<file path="src/rtl/multiword_add_seq.sv">
// multiword_add_seq
// Drives a narrow WIDTH-bit combinational adder one chunk per cycle to add two
// CHUNKS*WIDTH-bit operands. Each chunk's carry-out is fed back as the next chunk's
// carry-in, so the wide sum completes CHUNKS cycles after start is accepted.
//
// Ports:
//   clk, rst_n        clock, asynchronous active-low reset
//   start             request an operation (sampled only when idle)
//   op_a, op_b, cin   operands and initial carry, captured on the accepting edge
//   busy              high while chunks are being processed
//   done              one-cycle completion pulse
//   result, cout      registered wide sum and final carry-out
//   add_a/b/ci        chunk operands and carry to the external adder
//   add_sum, add_co   sum and carry back from the external adder
module multiword_add_seq #(
    parameter int unsigned WIDTH  = 6,
    parameter int unsigned CHUNKS = 4
) (
    input  logic                    clk,
    input  logic                    rst_n,
    input  logic                    start,
    input  logic [WIDTH*CHUNKS-1:0] op_a,
    input  logic [WIDTH*CHUNKS-1:0] op_b,
    input  logic                    cin,
    output logic                    busy,
    output logic                    done,
    output logic [WIDTH*CHUNKS-1:0] result,
    output logic                    cout,
    output logic [WIDTH-1:0]        add_a,
    output logic [WIDTH-1:0]        add_b,
    output logic                    add_ci,
    input  logic [WIDTH-1:0]        add_sum,
    input  logic                    add_co
);
    localparam int unsigned N     = WIDTH * CHUNKS;
    localparam int unsigned IDX_W = (CHUNKS > 1) ? $clog2(CHUNKS) : 1;
    localparam logic [IDX_W-1:0] LAST_IDX   = IDX_W'(CHUNKS - 1);
    localparam logic [N-1:0]     CHUNK_MASK = {{(N-WIDTH){1'b0}}, {WIDTH{1'b1}}};

    typedef enum logic {
        IDLE = 1'b0,
        RUN  = 1'b1
    } state_t;

    state_t           state, state_nxt;
    logic [N-1:0]     a_reg, a_nxt;
    logic [N-1:0]     b_reg, b_nxt;
    logic [N-1:0]     result_nxt;
    logic             carry, carry_nxt;
    logic             cout_nxt;
    logic             done_nxt;
    logic [IDX_W-1:0] idx, idx_nxt;
    logic [31:0]      sh;
    logic [N-1:0]     a_shift, b_shift;

    // Bit offset of the active chunk and the chunk-aligned operand views
    assign sh      = 32'(idx) * WIDTH;
    assign a_shift = a_reg >> sh;
    assign b_shift = b_reg >> sh;

    // Adder drive: active chunk while running, quiet zeros while idle
    assign busy   = (state == RUN);
    assign add_a  = busy ? a_shift[WIDTH-1:0] : '0;
    assign add_b  = busy ? b_shift[WIDTH-1:0] : '0;
    assign add_ci = busy ? carry : 1'b0;

    // State and datapath registers
    always_ff @(posedge clk or negedge rst_n) begin
        if (!rst_n) begin
            state  <= IDLE;
            a_reg  <= '0;
            b_reg  <= '0;
            carry  <= 1'b0;
            idx    <= '0;
            result <= '0;
            cout   <= 1'b0;
            done   <= 1'b0;
        end else begin
            state  <= state_nxt;
            a_reg  <= a_nxt;
            b_reg  <= b_nxt;
            carry  <= carry_nxt;
            idx    <= idx_nxt;
            result <= result_nxt;
            cout   <= cout_nxt;
            done   <= done_nxt;
        end
    end

    // Next-state and next-register logic
    always_comb begin
        state_nxt  = state;
        a_nxt      = a_reg;
        b_nxt      = b_reg;
        carry_nxt  = carry;
        idx_nxt    = idx;
        result_nxt = result;
        cout_nxt   = cout;
        done_nxt   = 1'b0;

        unique case (state)
            IDLE: begin
                if (start) begin
                    a_nxt      = op_a;
                    b_nxt      = op_b;
                    carry_nxt  = cin;
                    idx_nxt    = '0;
                    result_nxt = '0;
                    cout_nxt   = 1'b0;
                    state_nxt  = RUN;
                end
            end
            RUN: begin
                // Merge the adder's sum into the active chunk of the result
                result_nxt = (result & ~(CHUNK_MASK << sh)) | (N'(add_sum) << sh);
                carry_nxt  = add_co;
                idx_nxt    = idx + IDX_W'(1);
                if (idx == LAST_IDX) begin
                    cout_nxt  = add_co;
                    done_nxt  = 1'b1;
                    state_nxt = IDLE;
                end
            end
            default: state_nxt = IDLE;
        endcase
    end
endmodule

</file>
<file path="config.mk">
export PLATFORM = sky130hd
export DESIGN_NAME = multiword_add_seq
export DESIGN_NICKNAME = d
export VERILOG_FILES = /design/src/rtl/multiword_add_seq.sv
export SDC_FILE = /design/constraint.sdc
export NUM_CORES = 1
export LEC_CHECK = 0
export CORE_MARGIN = 5
export CORE_UTILIZATION = 52
export DETAILED_ROUTE_END_ITERATION = 7
export GPL_TIMING_DRIVEN = 0
export HOLD_SLACK_MARGIN = 0.05
export PLACE_DENSITY = 0.95
export SYNTH_ARGS = -nofsm -noshare
export SYNTH_HDL_FRONTEND = slang
export SYNTH_SLANG_ARGS = --single-unit
</file>
<file path="constraint.sdc">
create_clock -name clk -period 3.2 [get_ports clk]
set_clock_uncertainty 0.1 [all_clocks]
set_input_delay 0.32 -clock clk [delete_from_list [all_inputs] [get_ports clk]]
set_output_delay 0.32 -clock clk [all_outputs]
set_load 0.02 [all_outputs]
</file>
==> metrics.csv <==
stage;metric;value;unit
power_and_ir_drop;Combinational Power Share;53.2;%
worst_setup_path;CP endpoint kind;output port;
worst_setup_path;CP arrival;2340;ps
routing;Routed Wire Length;8960;µm
sta;RSZ-0062 raised after global routing;no;
grt;GRT overflow;0;
yosys;asr flop ratio synth;100;%
clock_tree;clock latency at the later pin of the worst-skew pair;350;ps
clock_tree;H-tree depth;3;
worst_setup_path;CP startpoint kind;register;
worst_setup_path;Worst Setup Path Type;register to output port;
finish;nets;440;
power_and_ir_drop;sequential power share;32.8;%
clock_tree;CTS Buf Count;9;
finish;commonest non-fill, non-tap cell in the layout;clkdlybuf4s50_1;
yosys;Post-synth EDFFs;0;
worst_hold_path;Worst Hold Path Cells;2;
sta;Hold WS;81.1;ps
die;die height;94.1;µm
grt;first-pass GRT wire length;14700;µm
yosys;Cell Area, Synth;3670;µm²
sta;Slew HR;59.7;%
yosys;Synth cell types;33;
sta;Final TNS setup;0;ps
clock_tree;CTS tree;done;
yosys;synthesized net count;330;
power_and_ir_drop;worst vdd ir;0.000555;V
yosys;Yosys Warn Count;0;
yosys;dominant cell type by area after synthesis;dfrtp_1;
yosys;Post-Synthesis Cells;266;
worst_setup_path;Critical Path RT;2780;ps
power_and_ir_drop;Power per Cell Area;1040;nW/µm²
power_and_ir_drop;Leak;2.12;nW
clock_tree;clock-pin slew on the worst setup and hold paths;80;ps
finish;layout cell share with drive strength beyond 1;26.0;%
routing;ANT nets after route;0;
grt;vias in the first global route;2897;
sta;crit path time final;2760;ps
finish;Final Util;73.0;%
finish;synthesis-to-layout area growth;35.7;%
routing;router iterations before antenna repair;4;
grt;antenna violations before repair;0;
power_and_ir_drop;Pint;3.25;mW
routing;Via density;5.56;
worst_hold_path;worst hold path type;input pin to register;
grt;gr usage total;21.9;%
routing;wire per inst;18.8;µm
die;chip width;94.1;µm
die;Die ar.;8850;µm²
routing;DR iter-0 viols;118;
yosys;post-synthesis register bit count;78;
routing;DRC Markers;0;
die;std cell rows;30;
power_and_ir_drop;clock network power share;14.0;%
worst_setup_path;crit path max fanout;10;
sta;# setup viols final;0;
yosys;synth top area cells;dfrtp_1 (53%), mux2_2 (13%), mux4_2 (7.4%), mux2_4 (3.7%), and2_1 (2.6%);
clock_tree;Root Buffer;clkbuf_8;
clock_tree;Bufs on Longest Clock Path;2;
die;Initial Utilization;53.8;%
worst_setup_path;reg2reg setup slack;720;ps
flow_run;Max-cap violations;0;
routing;vias post-DR;2652;
placed_design;RePlAce Congestion;0.873;
sta;final hold violations;0;
finish;# diodes;0;
die;core area;6830;µm²
sta;period utilisation layout;86.2;%
outcome;status;finished, final reports clean;
power_and_ir_drop;Switching Share;37.2;%
finish;highest-count cells in the layout ignoring fill and taps;clkdlybuf4s50_1 (96), dfrtp_1 (78), mux2_2 (44), nand2_1 (23), and2_1 (15);
placed_design;Detailed Place HPWL;6530;µm
worst_setup_path;Worst R2R Path Depth;6;
yosys;Top FF cell, synth;dfrtp_1;
die;Top Ports;99;
sta;Max Transition Viols Final;0;
power_and_ir_drop;Psw;1.93;mW
sta;f_max;363;MHz
placed_design;number of buffers added on ports;97;
clock_tree;CTS Sinks;78;
yosys;mean area per synthesized cell;13.8;µm²
yosys;post-synth top area share;53.1;%
grt;largest net degree at the start of global routing;45;
sta;Worst-Margin Slew;588;ps
yosys;Seq/Total Area, Yosys;53.1;%
## cells by family (layout without fill, tap and decap cells)
| logic type | count (synthesis) | in the layout | synth area share, % |
|---|---|---|---|
| AO/OA/AOI/OAI | 35 | 35 | 6.81 |
| adder cells (fa/ha/maj) | 5 | 5 | 1.70 |
| buffers and inverters | 18 | 133 | 2.93 |
| flip-flops | 78 | 78 | 53.1 |
| multiplexers | 73 | 73 | 26.7 |
| AND/OR/NAND/NOR | 57 | 57 | 8.75 |
## routing by layer
layer	global-route usage, %	share of wire (%)
met5	0	0
met4	8.54	2.5
met3	6.17	8.4
met2	37.3	50
met1	26.2	39
## worst max-delay path: stages (launching register included)
cell and delay (ps):
dfrtp_1 400, buf_2 250, clkbuf_1 480, and2_1 240, clkdlybuf4s50_1 610
## power groups by stage
stage	Sequential, mW	Combinational [mW]	Clock, mW
after global routing	1.76	2.96	0.761
after floorplan	1.79	1.65	0
after CTS	1.70	2.77	0.720
after detailed placement	1.72	2.75	0
after global placement	1.69	2.66	0
final	1.70	2.76	0.723
## area by class of cell
cell class,instances,area [µm²]
clock inverter,4,28.8
buffer,15,96.3
clock buffer,12,165
inverter,3,11.3
multi-input combinational,170,1620
sequential,78,1950
fill,490,1840
tap,96,120
timing repair buffer,99,998
## path summary, 6_finish.rpt
path,startpoint,endpoint
max,busy$_DFF_PN0_,add_a[2]
min,start,idx[1]$_DFFE_PN0P_
min in group asynchronous,rst_n,result[0]$_DFFE_PN0P_
min reg2reg,result[18]$_DFFE_PN0P_,result[18]$_DFFE_PN0P_
max reg2reg,idx[1]$_DFFE_PN0P_,result[2]$_DFFE_PN0P_
max in group asynchronous,rst_n,a_reg[3]$_DFFE_PN0P_
## Yosys cell counts (3+ instances only)
cell type	n
mux4_2	12
buf_6	3
and2_1	15
mux2_4	9
mux2_2	44
ha_1	5
buf_2	8
a22oi_1	4
nand2_1	23
dfrtp_1	78
mux2i_1	8
nand3b_1	4
a32oi_1	3
a22o_1	9
o21ai_0	12
nor2b_1	4
inv_1	3
## per-stage QoR
stage	instance area [µm²]	total power [mW]	setup slack (ps)	cells
after detailed placement	4780	4.47	793	460
after global placement	4770	4.35	-848	459
after global routing	4990	5.48	362	477
after floorplan	3670	3.44	1260	266
after CTS	4990	5.20	448	477
final	4990	5.18	442	477
## timing repair
action                                 CTS  global route
gates resized for setup                  0             0
setup buffers                            0             0
endpoints found under the hold margin   34             0
hold buffers                             1             0
Power figures use the tool's default switching activity.
